### config.mk
export PLATFORM = sky130hd
export DESIGN_NAME = alu4
export DESIGN_NICKNAME = d
export VERILOG_FILES = /design/src/rtl/alu4.sv
export SDC_FILE = /design/constraint.sdc
export NUM_CORES = 1
export LEC_CHECK = 0
export ABC_AREA = 1
export CAP_MARGIN = 20
export CORE_MARGIN = 5
export CORE_UTILIZATION = 54
export CTS_BUF_LIST = sky130_fd_sc_hd__clkbuf_4 sky130_fd_sc_hd__clkbuf_8
export CTS_CLUSTER_SIZE = 16
export DETAILED_ROUTE_END_ITERATION = 8
export PLACE_DENSITY = 0.94
export SLEW_MARGIN = 20
export SYNTH_ARGS = -nofsm -noshare
export SYNTH_HDL_FRONTEND = slang
export SYNTH_SLANG_ARGS = --single-unit
### constraint.sdc
create_clock -name clk -period 2.1 [get_ports clk]
set_input_delay 0.21 -clock clk [delete_from_list [all_inputs] [get_ports clk]]
set_output_delay 0.21 -clock clk [all_outputs]
set_load 0.01 [all_outputs]
### src/rtl/alu4.sv
`default_nettype none
// ============================================================================
// Module   : alu4
// Brief    : Registered WIDTH-bit ALU with eight operations selected by m.
//            Result and carry/borrow/overflow flag are registered, so every
//            operation has a latency of exactly one clock.
// Revision : 1.0 - initial release
// ============================================================================
module alu4 #(
    parameter int WIDTH = 4
) (
    input  logic             clk,
    input  logic             rst,
    input  logic [WIDTH-1:0] a,
    input  logic [WIDTH-1:0] b,
    input  logic             cin,
    input  logic [2:0]       m,
    output logic [WIDTH-1:0] r,
    output logic             of
);

    // Operation codes
    localparam logic [2:0] c_OP_ADD = 3'b000;
    localparam logic [2:0] c_OP_SUB = 3'b001;
    localparam logic [2:0] c_OP_CMP = 3'b010;
    localparam logic [2:0] c_OP_AND = 3'b011;
    localparam logic [2:0] c_OP_OR  = 3'b100;
    localparam logic [2:0] c_OP_NOT = 3'b101;
    localparam logic [2:0] c_OP_INC = 3'b110;
    localparam logic [2:0] c_OP_DEC = 3'b111;

    localparam logic [WIDTH:0] c_ONE = {{WIDTH{1'b0}}, 1'b1};

    // Operands extended by one bit so the top bit of each result is the
    // carry (for sums) or the borrow (for differences).
    logic [WIDTH:0]   w_a_ext;
    logic [WIDTH:0]   w_b_ext;
    logic [WIDTH:0]   w_cin_ext;
    logic [WIDTH:0]   w_sum;
    logic [WIDTH:0]   w_diff;
    logic [WIDTH:0]   w_inc;
    logic [WIDTH:0]   w_dec;
    logic [WIDTH-1:0] w_cmp;
    logic [WIDTH-1:0] w_res;
    logic             w_flag;
    logic [WIDTH-1:0] r_r;
    logic             r_of;

    assign w_a_ext   = {1'b0, a};
    assign w_b_ext   = {1'b0, b};
    assign w_cin_ext = {{WIDTH{1'b0}}, cin};

    // a - b - cin never goes below -2^WIDTH, so bit WIDTH of the wrapped
    // difference is set exactly when a < b + cin.
    assign w_sum  = w_a_ext + w_b_ext + w_cin_ext;
    assign w_diff = w_a_ext - w_b_ext - w_cin_ext;
    assign w_inc  = w_a_ext + c_ONE;
    assign w_dec  = w_a_ext - c_ONE;

    // Unsigned compare: one-hot {lt, eq, gt} in the low three bits
    always_comb begin
        w_cmp    = '0;
        w_cmp[0] = (a > b);
        w_cmp[1] = (a == b);
        w_cmp[2] = (a < b);
    end

    // Operation decode: select result and flag for the current mode
    always_comb begin
        w_res  = '0;
        w_flag = 1'b0;
        case (m)
            c_OP_ADD: begin
                w_res  = w_sum[WIDTH-1:0];
                w_flag = w_sum[WIDTH];
            end
            c_OP_SUB: begin
                w_res  = w_diff[WIDTH-1:0];
                w_flag = w_diff[WIDTH];
            end
            c_OP_CMP: w_res = w_cmp;
            c_OP_AND: w_res = a & b;
            c_OP_OR:  w_res = a | b;
            c_OP_NOT: w_res = ~a;
            c_OP_INC: begin
                w_res  = w_inc[WIDTH-1:0];
                w_flag = w_inc[WIDTH];
            end
            c_OP_DEC: begin
                w_res  = w_dec[WIDTH-1:0];
                w_flag = w_dec[WIDTH];
            end
            default: begin
                w_res  = '0;
                w_flag = 1'b0;
            end
        endcase
    end

    // Output register: reset wins, otherwise load a new result every edge
    always_ff @(posedge clk) begin
        if (rst) begin
            r_r  <= '0;
            r_of <= 1'b0;
        end else begin
            r_r  <= w_res;
            r_of <= w_flag;
        end
    end

    assign r  = r_r;
    assign of = r_of;

endmodule
`default_nettype wire

==> flow_metrics.py, run 1 <==
metrics = {
    "run_status": {
        "status": "finished clean",
    },
    "grt": {
        "grtUsageTotal_pct": 20.50,
        "grtUsageMet2_pct": 36.65,
        "grt_start_max_net_pins": 10,
        "gr-total-overflow": 0,
        "met3_usage_pct": 2.452,
        "grt_pass1_wl_um": 4374,
        "grt_use_met1_pct": 24.63,
        "grt_pass1_vias": 1045,
        "antenna_found_initial": 0,
        "top_usage_layer": "met2",
    },
    "logic_synthesis": {
        "synth_cell_types": 23,
        "seq_area_frac_synth_pct": 9.445,
        "synth_area_um2": 1060,
        "ys_top_cells_by_area": "ha_1 24%, nand2_1 12%, dfxtp_1 9.4%",
        "avgSynthCellArea_um2": 6.346,
        "syn_inst": 167,
        "ys_ff_latch": 5,
        "ys_warn_count": 0,
        "yosysTopAreaCell": "ha_1",
        "synth_nets": 205,
        "synth_top_area_share_pct": 23.61,
    },
    "placement": {
        "gp_congestion": 1.009,
        "dp_cells": 218,
        "dpl_cell_area_um2": 1316,
        "dp_hpwl_um": 2406,
        "portBuffers": 18,
    },
    "timing": {
        "hold_violations": 0,
        "drv_slew": 0,
        "finalCritPeriodShare_pct": 96.47,
        "clock.fmax_mhz": 493.6,
        "worstMarginPinSlew_ns": 0.3020,
        "setup_violations": 0,
        "relSlewSlack_pct": 79.81,
        "min_period_ns": 2.026,
    },
    "layout": {
        "drive_gt1_share_pct": 12.31,
        "nets": 234,
        "final_cell_area_um2": 1359,
        "fin_cells": 222,
        "fillers": 173,
        "syn2layout_area_growth_pct": 28.22,
        "antenna_cells": 0,
    },
    "critical_path": {
        "path_cells": "clkdlybuf4s50_1 -> inv_2 -> fa_1 -> fa_1 -> nand2_1 -> nand2_1 -> nand3_1 -> nand3_1 -> a21oi_1",
        "critical_path_required_ns": 2.27,
        "critPathSlowestCell": "clkdlybuf4s50_1",
        "path_buf_inv": 2,
        "critPathKind": "in -> reg",
        "crit_arrival_ns": 2.20,
        "path_delay_family": "adder cells",
        "path_max_fanout": 3,
        "max_stage_delay_ns": 0.49,
        "startpoint_type": "input pin",
        "setup.worst_path.end_class": "register",
    },
    "cts": {
        "cts_sinks": 5,
        "cts_made_buffers": 3,
        "cts_setup_buffers": 0,
        "cts_buffer_depth": 2,
        "cts_root_buf": "clkbuf_4",
        "cts_tree": "built",
        "path_clk_slew_ns": 0.04,
        "htree_levels": 1,
    },
    "min_path": {
        "hold_path.class": "in -> reg",
    },
    "power_and_ir_drop": {
        "power_density_nw_per_um2": 365.6,
        "vdd_drop_max_v": 0.0002281,
        "p_leak_nw": 0.7289,
        "totalPowerFinal_mw": 0.4968,
    },
    "floorplan": {
        "dieArea_um2": 2948,
        "die_x_um": 54.30,
        "die_h_um": 54.30,
        "fp-row-count": 16,
        "core_um2": 1922,
        "num_io_pins": 19,
        "start_util_pct": 55.14,
    },
    "routing": {
        "drt_iter0_drc": 20,
        "firstDrtPassIters": 6,
        "viasPerCell": 5.194,
        "routed_wl_um": 2853,
        "route.detailed.drc": 0,
        "drtAntennaViolNets": 0,
        "avgRoutedWirePerCell_um": 12.85,
        "vias": 1153,
    },
    "run": {
        "drv_cap": 0,
    },
}
[through the flow]
step	hold WS (ns)	util [%]	TNS, ns	setup slack, ns
3_3_place_gp	0.8272	68.49	-0.6062	-0.1673
4_1_cts	0.5728	70.05	0	0.06935
5_1_grt	0.5797	70.70	-0.01807	-0.01807
2_1_floorplan	0.2791	-	0	0.3971
3_5_place_dp	0.8214	68.49	-0.7638	-0.1915
6_report	0.5775	70.70	0	0.07414
[cell usage after synthesis]
library cell and number:
a21oi_1 9, and2_1 1, buf_2 1, buf_6 2, clkbuf_2 1, dfxtp_1 5, fa_1 4, ha_1 20
inv_1 24, inv_2 2, nand2_1 33, nand2_2 1, nand3_1 17, nand3b_1 3, nand4_1 5, nor2_1 24
nor2_2 2, nor3_1 1, o211ai_1 1, o21ai_0 7, o21ai_1 1, or2_0 1, xor2_1 2
[path summary, 6_finish.rpt]
kind / slack [ns] / cells past startpoint / startpoint / end
hold / removal: 0.58 / 2 / rst / of
setup / recovery: 0.07 / 9 / a[0] / of
[per-layer routing]
metal,part of all wire [%],vias to the layer above
met5,0,-
met3,6.1,7
met1,43,521
li1,-,586
met4,2.2,0
met2,48,39
[registers in the layout, summed over array words and instances, names as in the netlist]
name and flops:
of 1, r 4
[report_power, final]
| part | leakage (nW) | internal (mW) | switching, mW |
|---|---|---|---|
| Sequential | 0.0414 | 0.104 | 0.00211 |
| Combinational | 0.669 | 0.117 | 0.147 |
| Clock | 0.0184 | 0.0848 | 0.0410 |
| Total | 0.729 | 0.306 | 0.190 |
[cells in the final DEF (no fill, tap or decap), drive strengths merged]
cell type / synthesis / routed
or2: 1 / 1
o211ai: 1 / 1
nor3: 1 / 1
nand3: 17 / 17
xor2: 2 / 2
nand2: 34 / 34
clkbuf: 1 / 4
dlymetal6s2s: 0 / 2
a21oi: 9 / 9
o21ai: 8 / 8
inv: 26 / 26
nor2: 26 / 26
buf: 3 / 10
fa: 4 / 4
ha: 20 / 20
and2: 1 / 1
nand3b: 3 / 3
nand4: 5 / 5
dfxtp: 5 / 5
clkdlybuf4s50: 0 / 16
[logic make-up after synthesis]
group,Yosys count,share of synthesized area [%]
AND/OR/NAND/NOR,88,36.72
flip-flops,5,9.445
AO/OA/AOI/OAI,18,8.736
XOR/XNOR,2,1.653
adder cells (fa/ha/maj),24,31.17
buffers and inverters,30,12.28
[final cells by class]
class,count,area [µm²],share of cell area (%)
well taps,27,33.78,2.486
multi-input cells,132,837.1,61.60
flip-flops and latches,5,100.1,7.366
inverters,26,97.59,7.182
repair buffers,28,260.3,19.15
clock buffers,4,30.03,2.210
[repair_timing]
item,in CTS,in global routing
hold buffers,0,0
gates resized for setup,0,8
endpoints found under the hold margin,0,0
setup endpoints to repair,0,4
No activity file was read; power rests on OpenSTA's default activity.
==> run 2, diff against run 1 <==
--- a/config.mk
+++ b/config.mk
@@ -5,7 +5,6 @@
 export SDC_FILE = /design/constraint.sdc
 export NUM_CORES = 1
 export LEC_CHECK = 0
-export ABC_AREA = 1
 export CAP_MARGIN = 20
 export CORE_MARGIN = 5
 export CORE_UTILIZATION = 54
==> run 2 against run 1 <==
  * Sequential share of layout area fell by 0.49 points
  * Maximum frequency is 1.8% higher
  * Hold slack better by 0.14 ns
  * Total power increased by 13%
  * Synthesized cell count fell by 26%
  * Setup slack better by 0.036 ns
  * Clock power is 4% lower
  * Non-clock buffer count is 16 higher
  * Die area down 3.0%
  * Synthesized area fell by 3.7%
  * Cell area increased by 7.1%
  * Largest cell class unchanged
  * Highest routed layer unchanged
==> flow_metrics.py, run 2 <==
metrics = {
    "timing": {
        "setup_violations": 0,
        "min_period_ns": 1.990,
        "hold_violations": 0,
        "rsz0062_at_grt": "no",
        "finalCritPeriodShare_pct": 94.75,
        "clock.fmax_mhz": 502.6,
        "relSlewSlack_pct": 65.37,
        "drv_slew": 0,
        "worstMarginPinSlew_ns": 0.5155,
        "hold_ws_ns": 0.7171,
    },
    "critical_path": {
        "startpoint_type": "input pin",
        "critPathKind": "in -> reg",
        "path_buf_inv": 3,
        "path_cells": "dlygate4sd2_1 -> inv_1 -> fa_1 -> buf_4 -> ha_1 -> o21ai_1 -> nand2_1 -> xor2_1 -> nand3_1 -> a221oi_2",
        "path_delay_family": "adder cells",
        "crit_cells": 10,
        "critPathSlowestCell": "fa_1",
        "critical_path_required_ns": 2.25,
        "max_stage_delay_ns": 0.51,
        "path_max_fanout": 2,
        "crit_arrival_ns": 2.14,
        "setup.worst_path.end_class": "register",
    },
    "floorplan": {
        "dieArea_um2": 2860,
        "start_util_pct": 57.87,
        "fp-row-count": 15,
        "num_io_pins": 19,
        "die_x_um": 53.48,
        "core_um2": 1764,
        "die_h_um": 53.48,
    },
    "run_status": {
        "status": "finished clean",
    },
    "logic_synthesis": {
        "synth.most_common_cell": "ha_1",
        "ys_ff_latch": 5,
        "synth_top_area_share_pct": 24.51,
        "seq_area_frac_synth_pct": 9.804,
        "synth_ff_type": "dfxtp_1",
        "avgSynthCellArea_um2": 8.234,
        "ys_top_cells_by_area": "ha_1 25%, dfxtp_1 9.8%, fa_1 7.8%",
        "synth_nets": 162,
        "yosysTopAreaCell": "ha_1",
        "synth_edf_count": 0,
        "ys_top_cells_by_count": "20 x ha_1, 15 x inv_1, 9 x a21oi_1, 8 x nor2_1, 6 x buf_2",
        "ys_warn_count": 0,
        "synth_cell_types": 40,
        "synth_area_um2": 1021,
        "async_reset_ff_share_pct": 0,
        "syn_inst": 124,
    },
    "run": {
        "drv_cap": 0,
    },
    "routing": {
        "drt_iter0_drc": 53,
        "routed_wl_um": 3072,
        "avgRoutedWirePerCell_um": 16.17,
        "drtAntennaViolNets": 0,
        "route.detailed.drc": 0,
        "vias": 1133,
        "viasPerCell": 5.963,
        "firstDrtPassIters": 4,
    },
    "grt": {
        "grtUsageTotal_pct": 24.56,
        "grt_start_max_net_pins": 19,
        "grt_pass1_vias": 1136,
        "gr-total-overflow": 0,
        "grt_pass1_wl_um": 5112,
        "antenna_found_initial": 0,
    },
    "cts": {
        "cts_sinks": 5,
        "path_clk_slew_ns": 0.04,
        "postCtsHoldBufs": 0,
        "cts_buffer_depth": 2,
        "cts_root_buf": "clkbuf_4",
        "cts_tree": "built",
        "cts_made_buffers": 3,
        "htree_levels": 1,
    },
    "layout": {
        "layout_commonest_cell": "buf_4",
        "fin_cells": 190,
        "largest_reg_flops": 4,
        "drive_gt1_share_pct": 25.45,
        "nets": 204,
        "antenna_cells": 0,
        "mostFrequentLayoutCells": "25 x buf_4, 18 x ha_1, 15 x clkdlybuf4s50_1",
        "syn2layout_area_growth_pct": 42.52,
        "multi_input_area_um2": 862.1,
        "final_cell_area_um2": 1455,
        "fillers": 115,
        "regArea_um2": 100.1,
    },
    "placement": {
        "dpl_cell_area_um2": 1379,
        "dp_hpwl_um": 2451,
        "dp_cells": 185,
        "portBuffers": 18,
        "gp_congestion": 0.8813,
    },
    "min_path": {
        "min_delay_path_depth": 2,
        "hold_path.class": "in -> reg",
    },
    "power_and_ir_drop": {
        "power_density_nw_per_um2": 385.3,
        "p_leak_nw": 0.6871,
        "vdd_drop_max_v": 0.0002086,
    },
}
run 2: cell types whose count changed after synthesis, moves of 3 or more:
cell and delta:
nand3_1 -13, xnor2_1 +4, o21ai_0 -3, nor2_1 -16, inv_1 -9, a211oi_1 +4, buf_2 +5, nand4_1 -5
nand2_1 -29
run 2: logic make-up (layout without fill, tap and decap cells):
| logic type | Yosys count | after routing | share of synthesized area, % |
|---|---|---|---|
| DFF | 5 | 5 | 9.804 |
| xor gates and xnor gates | 7 | 7 | 6.005 |
| adders and majority gates | 24 | 24 | 32.35 |
| buffers and inverters | 22 | 63 | 9.558 |
| AOI/OAI and AO/OA | 34 | 34 | 23.53 |
| muxes | 2 | 2 | 1.961 |
| and+or+nand+nor | 30 | 30 | 16.79 |
run 2: area by class of cell:
| class | count | area share (%) |
|---|---|---|
| repair buffers | 44 | 25.80 |
| multi-input cells | 97 | 59.24 |
| well taps | 25 | 2.150 |
| flip-flops and latches | 5 | 6.879 |
| clock buffers | 4 | 2.064 |
| inverters | 15 | 3.869 |
run 2: repair_timing:
action | CTS | global route
buffers inserted | 1 | 0
gates resized for setup | 11 | 3
endpoints found under the setup margin | 5 | 3
pin swaps | 7 | 0
run 2: final timing paths:
check | startpoint | endpoint | slack, ns
min | rst | r[3] | 0.72
max | cin | r[3] | 0.11
run 2: metrics by stage:
step / setup WS [ns] / TNS [ns] / util (%) / total power [mW]
4_1_cts: 0.1245 / 0 / 81.42 / 0.5459
6_report: 0.1103 / 0 / 82.48 / 0.5607
5_1_grt: 0.01424 / 0 / 82.48 / 0.6043
2_1_floorplan: 0.1540 / 0 / - / 0.2779
3_3_place_gp: -0.3526 / -1.580 / 78.16 / 0.3914
3_5_place_dp: -0.4634 / -2.049 / 78.16 / 0.4125
run 2: where the power goes:
part	internal [mW]	switching [mW]	total, mW	leakage, nW
Sequential	0.104	0.00220	0.106	0.0414
Clock	0.0845	0.0366	0.121	0.0184
Combinational	0.168	0.166	0.334	0.627
Total	0.356	0.204	0.561	0.687
run 2: layer usage:
metal  routed length [µm]  vias to the layer above  part of all wire, %  GRT usage (%)
met5                    0                        -                    0              0
met4                  118                        0                  3.8          13.62
met3                  211                       15                  6.9          3.099
met2                 1524                       66                   50          43.27
met1                 1217                      536                   40          28.02
li1                     -                      516                    -              -
